`src/rtl/floo_axis_credit_arbiter.sv`:
```
// -----------------------------------------------------------------------------
// floo_axis_credit_arbiter
//
// Merges the NoC req and rsp flit channels onto one AXIS serial-link stream.
// Each channel owns a credit counter that mirrors the free slots of its remote
// receive buffer, so a stalled channel cannot consume the other channel's
// buffer space. Ties between eligible channels alternate via a priority pointer.
//
// Handshake semantics (all ports): a transfer happens on a rising clk_i edge
// where valid and ready are both 1. A valid, once raised, holds with stable
// data until that transfer. The readies here are combinational grants.
//
// Ports:
//   clk_i, rst_ni          clock, asynchronous active-low reset
//   req_valid_i/_ready_o/_data_i   req flit input channel
//   rsp_valid_i/_ready_o/_data_i   rsp flit input channel
//   crd_ret_req_i/_rsp_i   one-cycle credit-return pulses from the remote side
//   axis_tvalid_o/_tready_i/_tdata_o  AXIS out, tdata = {hdr, flit}, hdr=1 req
//   crd_req_o, crd_rsp_o   current credit counts
//   crd_err_o              sticky: credit returned while counter was full
// -----------------------------------------------------------------------------
module floo_axis_credit_arbiter #(
  parameter int unsigned FlitWidth  = 64,
  parameter int unsigned NumCredits = 8,
  // Derived; sizes the credit counters. Leave at its default.
  parameter int unsigned CrdWidth   = $clog2(NumCredits + 1)
) (
  input  logic                 clk_i,
  input  logic                 rst_ni,
  input  logic                 req_valid_i,
  output logic                 req_ready_o,
  input  logic [FlitWidth-1:0] req_data_i,
  input  logic                 rsp_valid_i,
  output logic                 rsp_ready_o,
  input  logic [FlitWidth-1:0] rsp_data_i,
  input  logic                 crd_ret_req_i,
  input  logic                 crd_ret_rsp_i,
  output logic                 axis_tvalid_o,
  input  logic                 axis_tready_i,
  output logic [FlitWidth:0]   axis_tdata_o,
  output logic [CrdWidth-1:0]  crd_req_o,
  output logic [CrdWidth-1:0]  crd_rsp_o,
  output logic                 crd_err_o
);

  localparam logic [CrdWidth-1:0] CrdMax = CrdWidth'(NumCredits);
  localparam logic [CrdWidth-1:0] CrdOne = CrdWidth'(1);

  logic                tvalid_q, tvalid_d;
  logic [FlitWidth:0]  tdata_q, tdata_d;
  logic                prio_req_q, prio_req_d;  // 1: req wins a tie
  logic [CrdWidth-1:0] crd_req_q, crd_req_d;
  logic [CrdWidth-1:0] crd_rsp_q, crd_rsp_d;
  logic                err_q, err_d;

  logic load_en;
  logic elig_req, elig_rsp;
  logic gnt_req, gnt_rsp;
  logic req_fire, rsp_fire;

  // Arbitration. Eligibility uses the registered counters only, so a credit
  // returned at count 0 makes the channel eligible one cycle later.
  always_comb begin
    load_en  = !tvalid_q || axis_tready_i;
    elig_req = req_valid_i && (crd_req_q != '0);
    elig_rsp = rsp_valid_i && (crd_rsp_q != '0);
    gnt_req  = elig_req && (!elig_rsp || prio_req_q);
    gnt_rsp  = elig_rsp && (!elig_req || !prio_req_q);
    // Readies are forced low during reset even though the counters read full.
    req_fire = rst_ni && load_en && gnt_req;
    rsp_fire = rst_ni && load_en && gnt_rsp;
  end

  // Output register and priority pointer.
  always_comb begin
    tvalid_d   = tvalid_q;
    tdata_d    = tdata_q;
    prio_req_d = prio_req_q;
    if (load_en) begin
      if (req_fire) begin
        tvalid_d   = 1'b1;
        tdata_d    = {1'b1, req_data_i};
        prio_req_d = 1'b0;
      end else if (rsp_fire) begin
        tvalid_d   = 1'b1;
        tdata_d    = {1'b0, rsp_data_i};
        prio_req_d = 1'b1;
      end else begin
        // Drained with nothing to replace it; tdata keeps its last value.
        tvalid_d = 1'b0;
      end
    end
  end

  // Credit counters. A grant and a return in the same cycle cancel out.
  always_comb begin
    crd_req_d = crd_req_q;
    crd_rsp_d = crd_rsp_q;
    err_d     = err_q;
    case ({req_fire, crd_ret_req_i})
      2'b10:   crd_req_d = crd_req_q - CrdOne;
      2'b01: begin
        if (crd_req_q == CrdMax) err_d = 1'b1;
        else                     crd_req_d = crd_req_q + CrdOne;
      end
      default: ;
    endcase
    case ({rsp_fire, crd_ret_rsp_i})
      2'b10:   crd_rsp_d = crd_rsp_q - CrdOne;
      2'b01: begin
        if (crd_rsp_q == CrdMax) err_d = 1'b1;
        else                     crd_rsp_d = crd_rsp_q + CrdOne;
      end
      default: ;
    endcase
  end

  always_ff @(posedge clk_i or negedge rst_ni) begin
    if (!rst_ni) begin
      tvalid_q   <= 1'b0;
      tdata_q    <= '0;
      prio_req_q <= 1'b1;
      crd_req_q  <= CrdMax;
      crd_rsp_q  <= CrdMax;
      err_q      <= 1'b0;
    end else begin
      tvalid_q   <= tvalid_d;
      tdata_q    <= tdata_d;
      prio_req_q <= prio_req_d;
      crd_req_q  <= crd_req_d;
      crd_rsp_q  <= crd_rsp_d;
      err_q      <= err_d;
    end
  end

  assign req_ready_o   = req_fire;
  assign rsp_ready_o   = rsp_fire;
  assign axis_tvalid_o = tvalid_q;
  assign axis_tdata_o  = tdata_q;
  assign crd_req_o     = crd_req_q;
  assign crd_rsp_o     = crd_rsp_q;
  assign crd_err_o     = err_q;

endmodule
```
`config.mk`:
```
export PLATFORM = sky130hd
export DESIGN_NAME = floo_axis_credit_arbiter
export DESIGN_NICKNAME = d
export VERILOG_FILES = /design/src/rtl/floo_axis_credit_arbiter.sv
export SDC_FILE = /design/constraint.sdc
export NUM_CORES = 1
export LEC_CHECK = 0
export ABC_AREA = 1
export CORE_MARGIN = 3
export CORE_UTILIZATION = 42
export CTS_CLUSTER_DIAMETER = 50
export DETAILED_ROUTE_END_ITERATION = 8
export PLACE_DENSITY_LB_ADDON = 0.12
export SETUP_SLACK_MARGIN = 0.1
export SYNTH_ARGS = -nofsm -noshare
export SYNTH_HDL_FRONTEND = slang
export SYNTH_SLANG_ARGS = --single-unit
```
`constraint.sdc`:
```
create_clock -name clk_i -period 3.45 [get_ports clk_i]
set_input_delay 0.345 -clock clk_i [delete_from_list [all_inputs] [get_ports clk_i]]
set_output_delay 0.345 -clock clk_i [all_outputs]
set_load 0.02 [all_outputs]
```
==> Word level (Yosys, flattened, before mapping) <==
Cells that the tools add are included.
{ "totals": {"ff_bits": 76, "in_bits": 135, "output_inout_bits": 77, "elab_cells": 54} }
{ "classes": {"add_sub_neg": 4, "n_eq_ne": 8, "n_mux": 14, "reduce_logical": 22} }
{ "op_table": {"columns": ["op", "count"], "rows": [
  ["2-to-1 mux 65 bit", 2],
  ["case mux 4 bit (2 select lines)", 2],
  ["adder 4 x 1 -> 4 bit, second input constant", 2],
  ["equality test 4 bit, second input constant", 2],
  ["2-to-1 mux 1 bit", 8],
  ["2-to-1 mux 4 bit", 2],
  ["nonzero test 4 bit", 2],
  ["subtractor 4 x 1 -> 4 bit, second input constant", 2],
  ["logical AND 1 bit", 7],
  ["AND reduction 2 bit", 3],
  ["nonzero test 2 bit", 3],
  ["equality test 2 x 1 -> 1 bit, second input constant", 2],
  ["equality test 2 bit, second input constant", 2],
  ["logical NOT 1 bit", 4],
  ["inequality test 2 bit, second input constant", 2],
  ["logical OR 1 bit", 3]
]} }

==> Longest topological paths before layout <==
Gate-level depths: netlist of run 1.
{ "logic_depth": {"word_depth": 10, "ltp_mapped": 15, "ltp_nobuf": 15} }

==> Worst setup path after synthesis of run 1 <==
No wires, ideal clock.
{ "synth_path": {"path_kind": "register to register", "start": "register crd_req_q[3] (netlist: crd_req_o[3])", "end": "register crd_rsp_q[3] (netlist: crd_rsp_o[3])", "setup_time_ns": 0.075, "t_arrival_ns": 2.049, "setup_slack_ns": 1.325, "stages_incl_launch_ff": 15, "path_buffers": 0, "synth_period_minus_slack_ns": 2.125, "cell_sequence": "dfstp_2 nor2_1 nand2_2 nand2_4 nor2_4 nor2_8 nor2_1 inv_1 ha_1 nand2_1 nand2_1 a31oi_1 o21ai_0 nand2_1 xnor2_1"} }
{ "synth_via": {"elab_chain_len": 9, "word_cells_on_any_way": 12, "classes_between": "eq/ne: 3; mux: 1; reduce/logical: 8"} }
{ "synth_lines": {"columns": ["element", "line_no", "source"], "rows": [
  ["start, declared", "52", "logic [CrdWidth-1:0] crd_req_q, crd_req_d;"],
  ["start signal, assigned", "123", "crd_req_q <= CrdMax;"],
  ["start signal, assigned", "130", "crd_req_q <= crd_req_d;"],
  ["nonzero test 4 bit (*)", "65", "elig_req = req_valid_i && (crd_req_q != '0);"],
  ["logical AND 1 bit (*)", "65", null],
  ["logical NOT 1 bit (*)", "68", "gnt_rsp = elig_rsp && (!elig_req || !prio_req_q);"],
  ["logical OR 1 bit (*)", "68", null],
  ["logical AND 1 bit (*)", "68", null],
  ["logical AND 1 bit (*)", "71", "rsp_fire = rst_ni && load_en && gnt_rsp;"],
  ["equality test 2 x 1 -> 1 bit or equality test 2 bit (tied branches)", "108", "case ({rsp_fire, crd_ret_rsp_i})"],
  ["inequality test 2 bit (no source line) or nonzero test 2 bit (tied branches)", null, null],
  ["AND reduction 2 bit (no source line)", null, null],
  ["end signal, assigned", "124", "crd_rsp_q <= CrdMax;"],
  ["end signal, assigned", "131", "crd_rsp_q <= crd_rsp_d;"],
  ["end, declared", "53", "logic [CrdWidth-1:0] crd_rsp_q, crd_rsp_d;"]
]} }
Mark *: on every way between the ends. The rest lies on a longest branch, timed or not.
A chain may end at the register's enable or synchronous reset.

==> Worst setup path after layout of run 1 <==
{ "layout_path": {"start": "input rst_ni", "end": "output rsp_ready_o"} }
{ "layout_via": {"elab_chain_len": 2} }
{ "layout_lines": {"columns": ["element", "line_no", "source"], "rows": [
  ["start, declared", "29", "input logic rst_ni,"],
  ["logical AND 1 bit (2 in series)", "71", null],
  ["end, declared", "34", "output logic rsp_ready_o,"]
]} }
No other way between the ends.

==> impl_results.md, run 1 <==
* Final setup fails at 0
* Placer Congestion at 0.763
* Post-layout util at 0.709
* Total gr overflow at 0
* Htree depth at 3
* Peak supply drop at 0.371 mV
* CTS tree: yes
* Startpoint types: input port
* Core area at 0.00885 mm²
* Final period utilization at 0.806
* Area grow syn2layout at 61.8%
* Vias in the first global route at 3,728
* Critical Path RT at 3.11 ns
* First-pass GRT wire length at 18,100 µm
* Latest clock arrival within the worst-skew pair at 0.34 ns
* Worst setup path category: input port to primary output
* Switch Pwr at 0.00210 W
* Fill count at 723
* # nets final at 789
* ANT cells at 0
* Worst EP arrival at 2.44 ns
* Area leader, netlist: dfrtp_1
* Final setup margin at 0.668 ns
* R2r startpoint: crd_req_o[3]
* Synth warnings at 0
* DP Wirelength at 8520 µm
* Distinct cells, synth at 31
* CTS Buffer Depth at 2
* Tightest Pin Transition at 0.696 ns
* Avg Cell Area, Syn at 8.77 µm²
* Final WL at 11,500 µm
* Worst slew margin at 0.536
* Max Cap Viol at 0
* Max frequency at 359 MHz
* Net Count, Synth at 582
* Initial antenna violation count at 0
* Clock Skews at 0.0160 ns
* Antenna Nets Post-Route at 0
* DR vias at 3,653
* Num Clock Sinks at 76
* Flops & latches, synth at 76
* Max Slew Vio Count at 0
* CTS buffer count at 9
* Iteration count of the initial detailed-routing pass at 4
* Final hold vios at 0
* Sequential area share after synthesis at 0.492
* Placed Cells incl. Taps at 745
* GRT Total Usage at 0.221
* Cell row count at 34
* Post-cts sizing count at 0
* Cell area after synthesis at 0.00387 mm²
* Top FF cell, synth: dfrtp_1
* Average wire per standard cell at 15.0 µm
* Pre-CTS WS at 0.877 ns
* Post-synthesis cell count at 442
* Starting Density at 0.438
* Flop-to-flop setup slack at 1.16 ns
* Die X at 102 µm
* Clock power share at 0.172
* Port Buffers at 211
* Synth async-reset ratio at 1.00
* Combinational fraction of design power at 0.515
* Largest cells by area after synthesis: dfrtp_1, nand2_1, nand3_2, nand3_1, nand2_2
* Via/cell ratio at 4.79
* I/O pin cnt at 212
* Die area at 0.0104 mm²
* Sequential Power Share at 0.312
* Number of synthesized flops with an enable pin at 0
* Crit-path max FO at 23
* CTS root buf: clkbuf_8
* Largest net degree at the start of global routing at 66
* Worst R2R Path Depth at 14
* Layout Cells excl Fill at 762
* Setup crit end kind: primary output
* Sw Ratio at 0.398
* Status: finished, final reports clean
* Hold Crit Class: input port to async pin
* Pwr/cell area at 840 mW/mm²
* Internal power at 0.00317 W
* RSZ-0062 raised after global routing: no
* DR DRC count at 0
* Share of the synthesized area in the top cell type at 0.471
* Die Ht at 102 µm
* Clock slew at the register clock pins of the worst setup and hold paths at 0.09 ns
* Leak Pwr at 2.89 nW
* Final setup TNS at 0 ns
* Starting DRT DRC Count at 103
* Layout cells sized above 1 at 0.154
* Crit path time final at 2.78 ns
* R2R Path End: crd_rsp_o[3]
-- layout make-up --
cell class	instances	area, µm²	area share
Clock inverter	6	135	0.0215
Inverter	19	76.3	0.0122
Multi-Input combinational cell	326	1710	0.273
Timing Repair Buffer	217	2170	0.346
Tap cell	108	135	0.0215
Clock buffer	10	138	0.0219
Sequential cell	76	1910	0.304
-- state kept, by name, indices dropped and copies added (netlist names) --
register / cells
axis_tdata_o: 65
axis_tvalid_o: 1
crd_err_o: 1
crd_req_o: 4
crd_rsp_o: 4
prio_req_q: 1
-- per-stage QoR --
stage                     hold WS, ns  power, W  instance area (µm²)
after floorplan                0.0494   0.00315                 3870
after global placement          0.253   0.00434                 5990
after detailed placement        0.257   0.00440                 5990
after CTS                       0.437   0.00533                 6270
after global routing            0.440   0.00563                 6270
final                           0.437   0.00527                 6270
-- metal layers --
| metal | track usage | part of all wire |
|---|---|---|
| met4 | 0.0626 | 0.011 |
| met5 | 0 | 0 |
| met2 | 0.385 | 0.50 |
| met3 | 0.0799 | 0.097 |
| met1 | 0.256 | 0.39 |
-- power by group through the flow --
| stage | sequential (W) | clock [W] | combinational (W) |
|---|---|---|---|
| 5_1_grt | 0.00171 | 0.000956 | 0.00297 |
| 3_5_place_dp | 0.00165 | 0 | 0.00275 |
| 2_1_floorplan | 0.00214 | 0 | 0.00101 |
| 4_1_cts | 0.00165 | 0.000921 | 0.00276 |
| 6_report | 0.00165 | 0.000907 | 0.00272 |
| 3_3_place_gp | 0.00164 | 0 | 0.00270 |
-- synthesized netlist by cell type (3+ instances only) --
master / n
nand2_1: 185
dfrtp_1: 73
nand3_1: 42
nand2_2: 32
nand3_2: 30
inv_1: 15
buf_2: 9
buf_4: 5
nor2_1: 5
o21ai_0: 5
buf_12: 4
ha_1: 4
xor2_1: 4
dfstp_2: 3
inv_2: 3
nand2_4: 3
o21ai_1: 3
-- cells in the final DEF (no fill, tap or decap), types with 2 or more instances in the layout --
| master | instances |
|---|---|
| nand3_2 | 30 |
| ha_1 | 4 |
| nand3_1 | 42 |
| nand2_2 | 32 |
| xor2_1 | 4 |
| dfrtp_1 | 73 |
| inv_1 | 15 |
| clkdlybuf4s50_1 | 210 |
| nand2_4 | 3 |
| o21ai_0 | 5 |
| nor2_1 | 5 |
| nor2_2 | 2 |
| o21ai_2 | 2 |
| clkbuf_8 | 10 |
| buf_4 | 5 |
| dfstp_2 | 3 |
| bufinv_16 | 4 |
| nand2_1 | 185 |
| clkinvlp_4 | 2 |
| o21ai_1 | 3 |
| inv_2 | 3 |
-- worst max-delay path by stage --
stage,cells after the start,from,to
6_report,6,rst_ni,rsp_ready_o
4_1_cts,6,rst_ni,rsp_ready_o
5_1_grt,6,rst_ni,rsp_ready_o
2_1_floorplan,14,crd_req_o[3],crd_rsp_o[3]
3_5_place_dp,13,axis_tready_i,crd_rsp_o[3]
3_3_place_gp,13,axis_tready_i,crd_rsp_o[3]
-- critical path, stage by stage --
cell,delay (ns)
dlygate4sd3_1,0.54
buf_4,0.30
o21ai_1,0.15
nand3b_2,0.29
nor2_8,0.16
clkdlybuf4s50_1,0.65
-- repair_timing --
| item | in CTS | in global routing |
|---|---|---|
| setup endpoints to repair | 0 | 0 |
| buffers inserted | 0 | 0 |
| endpoints found under the hold margin | 19 | 0 |
| hold buffers | 1 | 0 |
-- cell families after synthesis --
kind of cell / Yosys count / share of synthesized area
and+or+nand+nor: 303 / 0.392
DFF: 76 / 0.492
AOI/OAI and AO/OA: 13 / 0.0200
buffers and inverters: 40 / 0.0665
xor gates and xnor gates: 5 / 0.0113
adders and majority gates: 5 / 0.0181
(Power assumes the default switching activity.)
==> run 2, diff against run 1 <==
--- a/config.mk
+++ b/config.mk
@@ -7,7 +7,7 @@
 export LEC_CHECK = 0
 export ABC_AREA = 1
 export CORE_MARGIN = 3
-export CORE_UTILIZATION = 42
+export CORE_UTILIZATION = 39
 export CTS_CLUSTER_DIAMETER = 50
 export DETAILED_ROUTE_END_ITERATION = 8
 export PLACE_DENSITY_LB_ADDON = 0.12
==> constraint.sdc (replaced) <==
create_clock -name clk_i -period 2.9 [get_ports clk_i]
set_input_delay 0.29 -clock clk_i [delete_from_list [all_inputs] [get_ports clk_i]]
set_output_delay 0.29 -clock clk_i [all_outputs]
set_load 0.02 [all_outputs]
==> run 2 against run 1 <==
Effect of this change: worst hold slack got worse by 0.22 ns; count of clock-buffer cells in the layout rose by 1; wire length fell by 0.14%; power rose by 15%; final cell count rose by 2.6%; setup slack got worse by 0.14 ns; combinational power rose by 18%; via count fell by 0.96%; clock skew fell by 0.0034 ns; sequential cell count did not move; critical path depth rose by 1.
==> impl_results.md, run 2 (same netlist as run 1, synthesis figures left out) <==
* Status: finished, final reports clean (unchanged)
* Cell row count at 35 (was 34)
* Crit-path max FO at 8 (was 23)
* R2r startpoint: crd_req_o[3] (unchanged)
* Critical Path RT at 2.61 ns (was 3.11 ns)
* Most frequent cells in the layout: clkdlybuf4s50_1, nand2_1, dfrtp_1 (unchanged)
* Setup crit end kind: primary output (unchanged)
* Latest clock arrival within the worst-skew pair at 0.33 ns (was 0.34 ns)
* Placer Congestion at 0.844 (was 0.763)
* Max frequency at 422 MHz
* DR vias at 3,618 (was 3,653)
* First-pass GRT wire length at 18,800 µm (was 18,100 µm)
* Leak Pwr at 2.87 nW (was 2.89 nW)
* CTS buffer count at 9 (unchanged)
* Worst slew margin at 0.349 (was 0.536)
* Layout cells sized above 1 at 0.155 (was 0.154)
* Fill count at 822 (was 723)
* DP Wirelength at 8450 µm (was 8520 µm)
* Port Buffers at 211 (unchanged)
* Max reg flops at 65 (unchanged)
* Post-Place Cell Area at 0.00601 mm² (was 0.00599 mm²)
* Setup Fix Bufs, Post-CTS at 0 (unchanged)
* Vias in the first global route at 3,720 (was 3,728)
* Starting DRT DRC Count at 206 (was 103)
* DR DRC count at 0 (unchanged)
* Placed Cells incl. Taps at 767 (was 745)
* Num Clock Sinks at 76 (unchanged)
* Total gr overflow at 0 (unchanged)
* Tightest Pin Transition at 0.976 ns (was 0.696 ns)
* Die X at 106 µm (was 102 µm)
* Setup crit start: crd_req_o[3] (was rst_ni)
* Core area at 0.00946 mm² (was 0.00885 mm²)
* Sequential Area at 0.00191 mm² (unchanged)
* Most common cell after layout, fill and taps aside: clkdlybuf4s50_1 (unchanged)
* Pwr/cell area at 976 mW/mm² (was 840 mW/mm²)
* Final hold vios at 0 (unchanged)
* Final hold slack at 0.214 ns (was 0.437 ns)
* Clock Skews at 0.0126 ns (was 0.0160 ns)
* Multi-input combinational cell area at 0.00171 mm² (unchanged)
* Hold Buf Count CTS at 0 (was 1)
* Final setup TNS at 0 ns (unchanged)
* Crit path time final at 2.37 ns
* Area grow syn2layout at 60.9% (was 61.8%)
* Final Cell Area at 0.00623 mm² (was 0.00627 mm²)
* Via/cell ratio at 4.63 (was 4.79)
* R2R Path End: crd_rsp_o[3] (unchanged)
* Final period utilization at 0.816
* Post-cts sizing count at 0 (unchanged)
* Clock slew at the register clock pins of the worst setup and hold paths at 0.08 ns (was 0.09 ns)
* Antenna Nets Post-Route at 0 (unchanged)
* ANT cells at 0 (unchanged)
* Max Slew Vio Count at 0 (unchanged)
* GRT Total Usage at 0.208 (was 0.221)
* Layout Cells excl Fill at 782 (was 762)
* Startpoint types: flop (was input port)
* Starting Density at 0.410 (was 0.438)
* Worst EP arrival at 2.08 ns (was 2.44 ns)
* CTS root buf: clkbuf_8 (unchanged)
* Average wire per standard cell at 14.6 µm (was 15.0 µm)
* CTS tree: yes (unchanged)
* Max Cap Viol at 0 (unchanged)
* Peak supply drop at 0.444 mV (was 0.371 mV)
* Worst R2R Path Depth at 15 (was 14)
* Die Ht at 106 µm (was 102 µm)
* Htree depth at 3 (unchanged)
* Flop-to-flop setup slack at 0.66 ns (was 1.16 ns)
* RSZ-0062 raised after global routing: no (unchanged)
* CTS Buffer Depth at 2 (unchanged)
* Hold Crit Class: input port to async pin (unchanged)
* Die area at 0.0112 mm² (was 0.0104 mm²)
* Worst setup path category: flop to primary output (was input port to primary output)
* # nets final at 789 (unchanged)
* Final setup fails at 0 (unchanged)
* Final WL at 11,400 µm (was 11,500 µm)
* I/O pin cnt at 212 (unchanged)
* Crit path to: req_ready_o (was rsp_ready_o)
* Initial antenna violation count at 0 (unchanged)
* Largest net degree at the start of global routing at 77 (was 66)
* Iteration count of the initial detailed-routing pass at 5 (was 4)
==> run 2: changes by cell type in the layout (fill, tap and decap cells not counted), sizes merged <==
cell         before  now
bufinv            4    2
clkinv            0    1
buf               6    7
clkbuf           10   11
clkinvlp          2    1
dlygate4sd3       1    0
==> run 2: area by class of cell <==
type                    instances  share of cell area
clock buffers                  11              0.0243
clock inverters                 4              0.0116
inverters                      19              0.0122
multi-input cells             326               0.275
flip-flops and latches         76               0.306
well taps                     129              0.0259
repair buffers                217               0.346
==> run 2: metrics by stage <==
stage / power, W / setup WS [ns] / util
2_1_floorplan: 0.00375 / 0.775 / -
3_3_place_gp: 0.00514 / 0.577 / 0.635
3_5_place_dp: 0.00523 / 0.487 / 0.635
4_1_cts: 0.00617 / 0.504 / 0.659
5_1_grt: 0.00650 / 0.440 / 0.659
6_report: 0.00608 / 0.532 / 0.659
==> run 2: worst min path at each step <==
| stage | from | end | slack, ns | cells after the start |
|---|---|---|---|---|
| floorplan | rst_ni | axis_tdata_o[0] | -0.006 | 0 |
| global placement | axis_tdata_o[2] | axis_tdata_o[2] | 0.46 | 2 |
| detailed placement | axis_tdata_o[31] | axis_tdata_o[31] | 0.47 | 2 |
| CTS | rst_ni | axis_tdata_o[0] | 0.26 | 2 |
| global route | rst_ni | axis_tdata_o[0] | 0.29 | 2 |
| finish | rst_ni | axis_tdata_o[0] | 0.21 | 2 |
==> run 2: layer usage <==
metal	vias up	wire, µm	GRT usage
met5	-	0	0
met4	0	179	0.0592
met3	14	941	0.0570
met2	148	5590	0.356
met1	1648	4730	0.257
li1	1808	-	-
==> run 2: critical path: stages (launching register included) <==
cell and delay, ns:
dfstp_2 0.59, nor2_1 0.07, nand2_2 0.08, nand2_4 0.06
nor2_2 0.14, nand2_4 0.13, inv_2 0.09, clkdlybuf4s50_1 0.60
==> run 2: power breakdown <==
group	switching (W)	internal, W	leakage (nW)
Clock	0.000389	0.000527	0.111
Combinational	0.00172	0.00150	1.83
Sequential	0.000362	0.00159	0.926
Total	0.00247	0.00361	2.87
